$ cat config.mk
export PLATFORM = sky130hd
export DESIGN_NAME = mux_nx1_reg
export DESIGN_NICKNAME = d
export VERILOG_FILES = /design/src/rtl/mux_nx1_reg_pkg.sv /design/src/rtl/mux_nx1_reg_rr_arbiter.sv /design/src/rtl/mux_nx1_reg.sv
export SDC_FILE = /design/constraint.sdc
export NUM_CORES = 1
export LEC_CHECK = 0
export CAP_MARGIN = 10
export CORE_MARGIN = 1
export CORE_UTILIZATION = 44
export DETAILED_ROUTE_END_ITERATION = 10
export HOLD_SLACK_MARGIN = 0.02
export PLACE_DENSITY = 0.81
export SYNTH_ARGS = -nofsm -noshare
export SYNTH_HDL_FRONTEND = slang
export SYNTH_SLANG_ARGS = --single-unit
$ cat constraint.sdc
create_clock -name clk -period 2.15 [get_ports clk]
set_input_delay 0.43 -clock clk [delete_from_list [all_inputs] [get_ports clk]]
set_output_delay 0.43 -clock clk [all_outputs]
set_load 0.1 [all_outputs]
$ cat src/rtl/mux_nx1_reg_pkg.sv
// Shared definitions for the registered N-to-1 channel multiplexer.
package mux_nx1_reg_pkg;

    typedef enum logic {
        MODE_SEL = 1'b0,
        MODE_RR  = 1'b1
    } mode_e;

endpackage

$ cat src/rtl/mux_nx1_reg_rr_arbiter.sv
// Combinational rotate-priority search: first requester after last_grant wins.
module rr_arbiter
    import mux_nx1_reg_pkg::*;
#(
    parameter  int N_CH  = 4,
    localparam int SEL_W = $clog2(N_CH)
) (
    input  logic [N_CH-1:0]  req,
    input  logic [SEL_W-1:0] last_grant,
    input  logic             en,
    output logic [SEL_W-1:0] grant,
    output logic             grant_vld
);

    int unsigned      idx;
    logic [SEL_W-1:0] idx_s;
    logic             found;

    always_comb begin
        grant = '0;
        found = 1'b0;
        idx   = 0;
        idx_s = '0;
        // Offsets run 1..N_CH so a lone requester at last_grant still wins.
        for (int unsigned off = 1; off <= N_CH; off++) begin
            idx   = (32'(last_grant) + off) % N_CH;
            idx_s = SEL_W'(idx);
            if (!found && req[idx_s]) begin
                found = 1'b1;
                grant = idx_s;
            end
        end
        grant_vld = en && (|req);
    end

endmodule

$ cat src/rtl/mux_nx1_reg.sv
// Registered N-to-1 channel mux with valid/ready handshake; direct select
// or round-robin arbitration chosen at run time.
module mux_nx1_reg
    import mux_nx1_reg_pkg::*;
#(
    parameter  int WIDTH = 8,
    parameter  int N_CH  = 4,
    localparam int SEL_W = $clog2(N_CH)
) (
    input  logic                    clk,
    input  logic                    rst_n,
    input  logic                    mode,
    input  logic [SEL_W-1:0]        sel,
    input  logic [N_CH*WIDTH-1:0]   in_data,
    input  logic [N_CH-1:0]         in_valid,
    output logic [N_CH-1:0]         in_ready,
    output logic [WIDTH-1:0]        out_data,
    output logic [SEL_W-1:0]        out_ch,
    output logic                    out_valid,
    input  logic                    out_ready
);

    mode_e            mode_q;
    logic             load;
    logic             sel_ok;
    logic             grant_vld;
    logic             rr_vld;
    logic [SEL_W-1:0] grant;
    logic [SEL_W-1:0] rr_grant;
    logic [SEL_W-1:0] last_grant;
    logic [WIDTH-1:0] ch_data [N_CH];

    assign mode_q = mode_e'(mode);
    assign load   = !out_valid || out_ready;

    always_comb begin
        for (int unsigned i = 0; i < N_CH; i++) begin
            ch_data[i] = in_data[i*WIDTH +: WIDTH];
        end
    end

    rr_arbiter #(.N_CH(N_CH)) u_arb (
        .req        (in_valid),
        .last_grant (last_grant),
        .en         (mode_q == MODE_RR),
        .grant      (rr_grant),
        .grant_vld  (rr_vld)
    );

    always_comb begin
        sel_ok    = 32'(sel) < N_CH;
        grant     = sel;
        grant_vld = sel_ok && in_valid[sel];
        if (mode_q == MODE_RR) begin
            grant     = rr_grant;
            grant_vld = rr_vld;
        end
    end

    assign in_ready = (rst_n && load && grant_vld) ? (N_CH'(1) << grant) : '0;

    // A granted channel is always valid, so load && grant_vld is the transfer.
    always_ff @(posedge clk) begin
        if (!rst_n) begin
            out_valid  <= 1'b0;
            out_data   <= '0;
            out_ch     <= '0;
            last_grant <= SEL_W'(N_CH - 1);
        end else if (load) begin
            out_valid <= grant_vld;
            if (grant_vld) begin
                out_data <= ch_data[grant];
                out_ch   <= grant;
                if (mode_q == MODE_RR) begin
                    last_grant <= grant;
                end
            end
        end
    end

endmodule

==> flow_summary.ini, run 1 <==
[place]
placedCellCount = 303
pre_cts_ws_ns = -0.5042
io_buffers = 56
hpwl_um = 3850
place_congestion = 0.8842

[sta]
skew_ns = 0.01173
report.final.slew_viol_count = 0
max_freq_mhz = 444.2
period_minus_slack_ns = 2.251
worst_pin_slew_ns = 0.8302
setup_viol = 4
rsz0062_at_grt = true
hold_viol = 0
tns_ns = -0.3913
relSlewSlack_pct = 44.54
timing.final.crit_share_pct = 104.7
layout_setup_ws_ns = -0.1014
hold_ws_ns = 0.5110

[yosys]
synth.avg_cell_area_um2 = 7.249
ys_ff_latch = 13
synth_cells = 199
yosysWarnings = 0
syn-num-nets = 241
ys_seq_area_share_pct = 18.04
synth_cell_types = 34
synthesis.area_um2 = 1443

[grt]
grt_pass1_wl_um = 8549
antenna_found_initial = 0
overflow = 0
grt_pass1_vias = 1894
grt_use_total_pct = 31.64
grt_start_max_net_pins = 33

[min_path]
hold_class = reg -> reg
holdCritStartpoint = out_ch[0]$_SDFFE_PN0P_
whs_path_depth = 2
holdPathEnd = out_ch[0]$_SDFFE_PN0P_

[cts]
clk_latency_ns = 0.28
cts.clk_slew.worst_paths_ns = 0.08
cts_buffers = 3
cts_htree_levels = 1
cts.sinks = 13
root_buffer = clkbuf_4
cts.path.max_buffers = 2
hold_buffers = 0
cts_tree = done

[job]
cap_violations = 0

[detailed_routing]
drt_wl_total_um = 5471
vias = 1984
drt-pass1-iter-count = 5
first_iter_violations = 204
wire_per_inst_um = 17.65
drc = 0
vias_per_cell = 6.400
final_antenna_net_count = 0

[critical_path]
r2r_setup_slack_ns = 0.30
rr_endpoint = out_data[6]$_SDFFE_PN0P_
r2r-start = last_grant[0]$_SDFFE_PN1P_
end_kind = output pin
arrival_ns = 1.82
worstSetupStartpointType = flip-flop
ff2ff_path_depth = 7
crit_fanout = 3
crit_type = reg -> out
cp.required_ns = 1.72

[floorplan]
fp.dieW_um = 59.26
die_area_um2 = 3512
coreArea_um2 = 3078
rows = 20
die_h_um = 59.26
ios = 57
start_util_pct = 46.87

[cells_and_area]
final_nets = 309
fin_cells = 310
antenna_cells = 0
areaGrowthSynthToFinish_pct = 66.44
drive_gt1_share_pct = 30.08
utilization_pct = 78.01

[power]
leakagePower_nw = 0.9035
powerDensity_nw_per_um2 = 509.3
ir_drop_mv = 0.4800

[status]
violations = negative setup slack
status = finished, violations left
-- metal layers --
metal / up-vias / wire (um) / track usage (%)
li1: 938 / - / -
met1: 918 / 2216 / 39.95
met2: 112 / 2719 / 55.06
met3: 16 / 421 / 4.585
met4: 0 / 114 / 9.864
met5: - / 0 / 0
-- power breakdown --
part	internal, mW	switching (mW)
logic	0.290	0.494
registers	0.271	0.0196
clock network	0.0720	0.0764
-- area by class of cell --
| type | instances | area, um2 |
|---|---|---|
| Timing Repair Buffer | 84 | 795.8 |
| Multi-Input combinational cell | 162 | 1247 |
| Tap cell | 44 | 55.05 |
| Fill cell | 225 | 676.9 |
| Inverter | 3 | 11.26 |
| Clock buffer | 4 | 26.28 |
| Sequential cell | 13 | 265.3 |
-- timing repair --
| action | 4_1_cts | 5_1_grt |
|---|---|---|
| resized for setup | 43 | 5 |
| setup endpoints to repair | 10 | 4 |
| pin swaps | 9 | 2 |
| setup buffers | 3 | 0 |
| cloned | 0 | 0 |
-- how the worst max path moves through the flow --
stage,from,to,slack (ns),depth (start not counted)
floorplan,sel[0],in_ready[0],-0.48,6
global placement,in_valid[1],in_ready[0],-0.43,7
detailed placement,in_valid[1],in_ready[0],-0.50,7
CTS,last_grant[0]$_SDFFE_PN1P_,in_ready[2],-0.08,7
global route,last_grant[0]$_SDFFE_PN1P_,in_ready[2],-0.16,7
finish,last_grant[0]$_SDFFE_PN1P_,in_ready[2],-0.10,7
-- layout by cell type, fill, tap and decap left out, types with 2 or more instances in the layout --
| cell type | instances |
|---|---|
| nor4_1 | 2 |
| clkdlybuf4s50_1 | 34 |
| dfxtp_1 | 11 |
| nand4_2 | 2 |
| nor3_1 | 32 |
| o2111a_1 | 16 |
| nor2b_4 | 3 |
| a22oi_1 | 16 |
| o211ai_1 | 8 |
| inv_1 | 3 |
| o21ai_0 | 18 |
| nor3_4 | 3 |
| nor2_2 | 3 |
| buf_4 | 38 |
| nor3b_4 | 2 |
| a21oi_1 | 3 |
| nor2b_1 | 2 |
| o221ai_1 | 8 |
| nand2b_1 | 2 |
| o21a_1 | 2 |
| nand2_1 | 18 |
| nor2_1 | 3 |
| buf_12 | 5 |
| clkbuf_4 | 4 |
| a31oi_1 | 2 |
| clkdlybuf4s15_2 | 2 |
| o21ai_4 | 3 |
-- registers in the layout, summed over array words and instances, names as in the netlist --
name	cells
last_grant	2
out_ch	2
out_data	8
out_valid	1
-- worst max-delay path, stage by stage, from the launching register on --
cell,delay (ns)
dfxtp_4,0.38
nand2b_4,0.15
and3_4,0.21
o21ai_4,0.08
o21ai_4,0.20
buf_6,0.12
nor3b_4,0.20
buf_12,0.20
-- logic make-up (layout without fill, tap and decap cells) --
logic type	count (synthesis)	after routing	share of synthesized area [%]
AOI/OAI and AO/OA	86	86	48.05
and+or+nand+nor	76	76	27.06
buffers and inverters	24	91	6.851
DFF	13	13	18.04
-- metrics by stage --
| stage | area, um2 | power (mW) |
|---|---|---|
| global placement | 2255 | 1.001 |
| finish | 2401 | 1.223 |
| global route | 2401 | 1.275 |
| floorplan | 1516 | 0.7685 |
| CTS | 2382 | 1.210 |
| detailed placement | 2255 | 1.023 |
-- cell usage after synthesis --
cell / count / share of area (%)
nor2_1: 6 / 1.6
or2_2: 1 / 0.43
nor3b_1: 2 / 1.0
nor4_1: 2 / 0.87
o2111a_1: 16 / 12
o221a_4: 1 / 1.4
o211ai_1: 8 / 4.2
inv_1: 3 / 0.78
dfxtp_1: 13 / 18
nand4_2: 2 / 1.7
a31o_2: 1 / 0.61
o21ai_0: 21 / 7.3
o21ba_4: 1 / 1.1
o41a_1: 1 / 0.78
nor3_2: 1 / 0.69
nor3_1: 34 / 12
a311oi_1: 1 / 0.61
o21ai_1: 2 / 0.69
nand2b_1: 3 / 1.3
o221ai_1: 8 / 4.9
clkbuf_1: 18 / 4.7
buf_1: 1 / 0.26
buf_2: 1 / 0.35
a31oi_1: 2 / 0.87
o221ai_4: 1 / 1.8
a21oi_1: 4 / 1.4
nand3_1: 1 / 0.35
o21a_1: 2 / 1.0
and3_1: 1 / 0.43
buf_6: 1 / 0.78
o2111ai_1: 1 / 0.61
nand2_1: 18 / 4.7
nor2b_1: 5 / 2.2
a22oi_1: 16 / 8.3
No activity file was read; power rests on OpenSTA's default activity.
==> run 2: changes to the inputs <==
--- a/config.mk
+++ b/config.mk
@@ -6,8 +6,10 @@
 export NUM_CORES = 1
 export LEC_CHECK = 0
 export CAP_MARGIN = 10
+export CORE_ASPECT_RATIO = 0.5
 export CORE_MARGIN = 1
 export CORE_UTILIZATION = 44
+export CTS_CLUSTER_DIAMETER = 60
 export DETAILED_ROUTE_END_ITERATION = 10
 export HOLD_SLACK_MARGIN = 0.02
 export PLACE_DENSITY = 0.81
==> run 2 against run 1 <==
The run now ends clean. Total power up 4.3%. Count of clock-buffer cells in the layout stayed put. First-iteration DRC count decreased by 45%. Sequential cell count did not move. Sequential power about the same. Worst hold slack worse by 0.038 ns. Via count decreased by 3.7%. Clock power increased by 49%. Utilization grew 0.32 points. Non-clock buffer count increased by 5. Global-route usage decreased by 3.9 points. Critical endpoint is now in_ready[0].
==> flow_summary.ini, run 2 (synthesized netlist as in run 1, its figures left out) <==
[critical_path]
crit_fanout = 4
crit_type = in -> out
end_kind = output pin
cp.required_ns = 1.72
worstSetupStartpointType = primary input
arrival_ns = 1.71

[sta]
period_minus_slack_ns = 2.140
hold_ws_ns = 0.4735
skew_ns = 0.001902
rsz0062_at_grt = true
max_freq_mhz = 467.4
worst_pin_slew_ns = 0.9118
report.final.slew_viol_count = 0
setup_viol = 0
relSlewSlack_pct = 39.09
hold_viol = 0
timing.final.crit_share_pct = 99.52

[cts]
cts_tree = done
cts_htree_levels = 1
cts.path.max_buffers = 2
cts_buffers = 3
cts.sinks = 13
cts.clk_slew.worst_paths_ns = 0.06
root_buffer = clkbuf_8
clk_latency_ns = 0.24

[cells_and_area]
regMostFlops = out_data
layout_common_cells = 43 x buf_4, 34 x clkdlybuf4s50_1, 32 x nor3_1, 19 x o21ai_0, 18 x nand2_1
final_nets = 314
antenna_cells = 0
largest_registers = out_data (8), last_grant (2), out_ch (2)
largest_reg_flops = 8
areaGrowthSynthToFinish_pct = 66.44
mostFrequentLayoutCell = buf_4
drive_gt1_share_pct = 31.00

[floorplan]
start_util_pct = 47.06
coreArea_um2 = 3065
rows = 14
ios = 57
die_area_um2 = 3526
fp.dieW_um = 82.98
die_h_um = 42.49

[min_path]
hold_class = reg -> reg

[job]
cap_violations = 0

[detailed_routing]
drt_wl_total_um = 4951
vias = 1910
drt-pass1-iter-count = 4
final_antenna_net_count = 0
drc = 0
first_iter_violations = 113
vias_per_cell = 6.141
wire_per_inst_um = 15.92

[power]
p_comb_share_pct = 59.8
p_int_mw = 0.6915
leakagePower_nw = 0.9306
p_sw_mw = 0.5834
clkPwrFrac_pct = 17.3
ir_drop_mv = 0.3924
powerDensity_nw_per_um2 = 531.0
swShare_pct = 45.76
total_power_mw = 1.275
p_seq_share_pct = 22.8

[status]
status = finished, final reports clean

[grt]
grt_use_total_pct = 27.74
grt_pass1_wl_um = 8010
grt_pass1_vias = 1755
overflow = 0
antenna_found_initial = 0
grt_start_max_net_pins = 33

[place]
io_buffers = 56
hpwl_um = 3447
place_congestion = 0.8424
run 2: layout make-up:
cell class	count	area [um2]
clock buffers	4	45.04
multi-input cells	162	1217
repair buffers	89	814.5
flip-flops and latches	13	262.8
well taps	40	50.05
inverters	3	11.26
fillers	229	664.4
run 2: critical path, stage by stage:
cell and delay [ns]:
buf_8 0.10, nor2b_4 0.12, o21ba_4 0.20, o221ai_4 0.22, nand3_4 0.17, nor3b_4 0.26, buf_12 0.20
run 2: per-stage QoR:
step / TNS, ns / util [%] / cell area (um2) / setup slack (ns) / instances
after floorplan: -1.672 / - / 1516 / -0.4778 / 199
final: 0 / 78.33 / 2401 / 0.01040 / 311
after global placement: -3.960 / 73.88 / 2265 / -0.4296 / 301
after detailed placement: -5.249 / 73.88 / 2265 / -0.5262 / 301
after global routing: -0.09163 / 78.33 / 2401 / -0.04963 / 311
after CTS: -0.04617 / 77.51 / 2376 / -0.03172 / 309
run 2: timing repair:
item / in CTS / in global routing
pin swaps: 8 / 6
hold endpoints to repair: 0 / 0
hold buffers: 0 / 0
setup endpoints to repair: 12 / 4
setup buffers: 4 / 2
gates resized for setup: 36 / 7
run 2: worst paths after layout:
check,slack (ns),to,cells past startpoint,startpoint
min reg2reg,0.47,out_ch[0]$_SDFFE_PN0P_,2,out_ch[0]$_SDFFE_PN0P_
max,0.01,in_ready[0],7,sel[0]
min,0.47,out_ch[0]$_SDFFE_PN0P_,2,out_ch[0]$_SDFFE_PN0P_
max reg2reg,0.44,out_data[5]$_SDFFE_PN0P_,7,last_grant[1]$_SDFFE_PN1P_
run 2: power by group through the flow:
stage               Clock (mW)  Combinational (mW)  Sequential (mW)
global route             0.233               0.807            0.293
floorplan                    0               0.291            0.478
finish                   0.221               0.763            0.291
detailed placement           0               0.724            0.294
global placement             0               0.711            0.293
CTS                      0.222               0.751            0.289
run 2: metal layers:
layer  up-vias  GRT usage, %  wire length, um
met5         -             0                0
met3         2         4.331              262
met2        79         55.57             2642
li1        942             -                -
met1       887         32.26             2031
met4         0         3.448               14
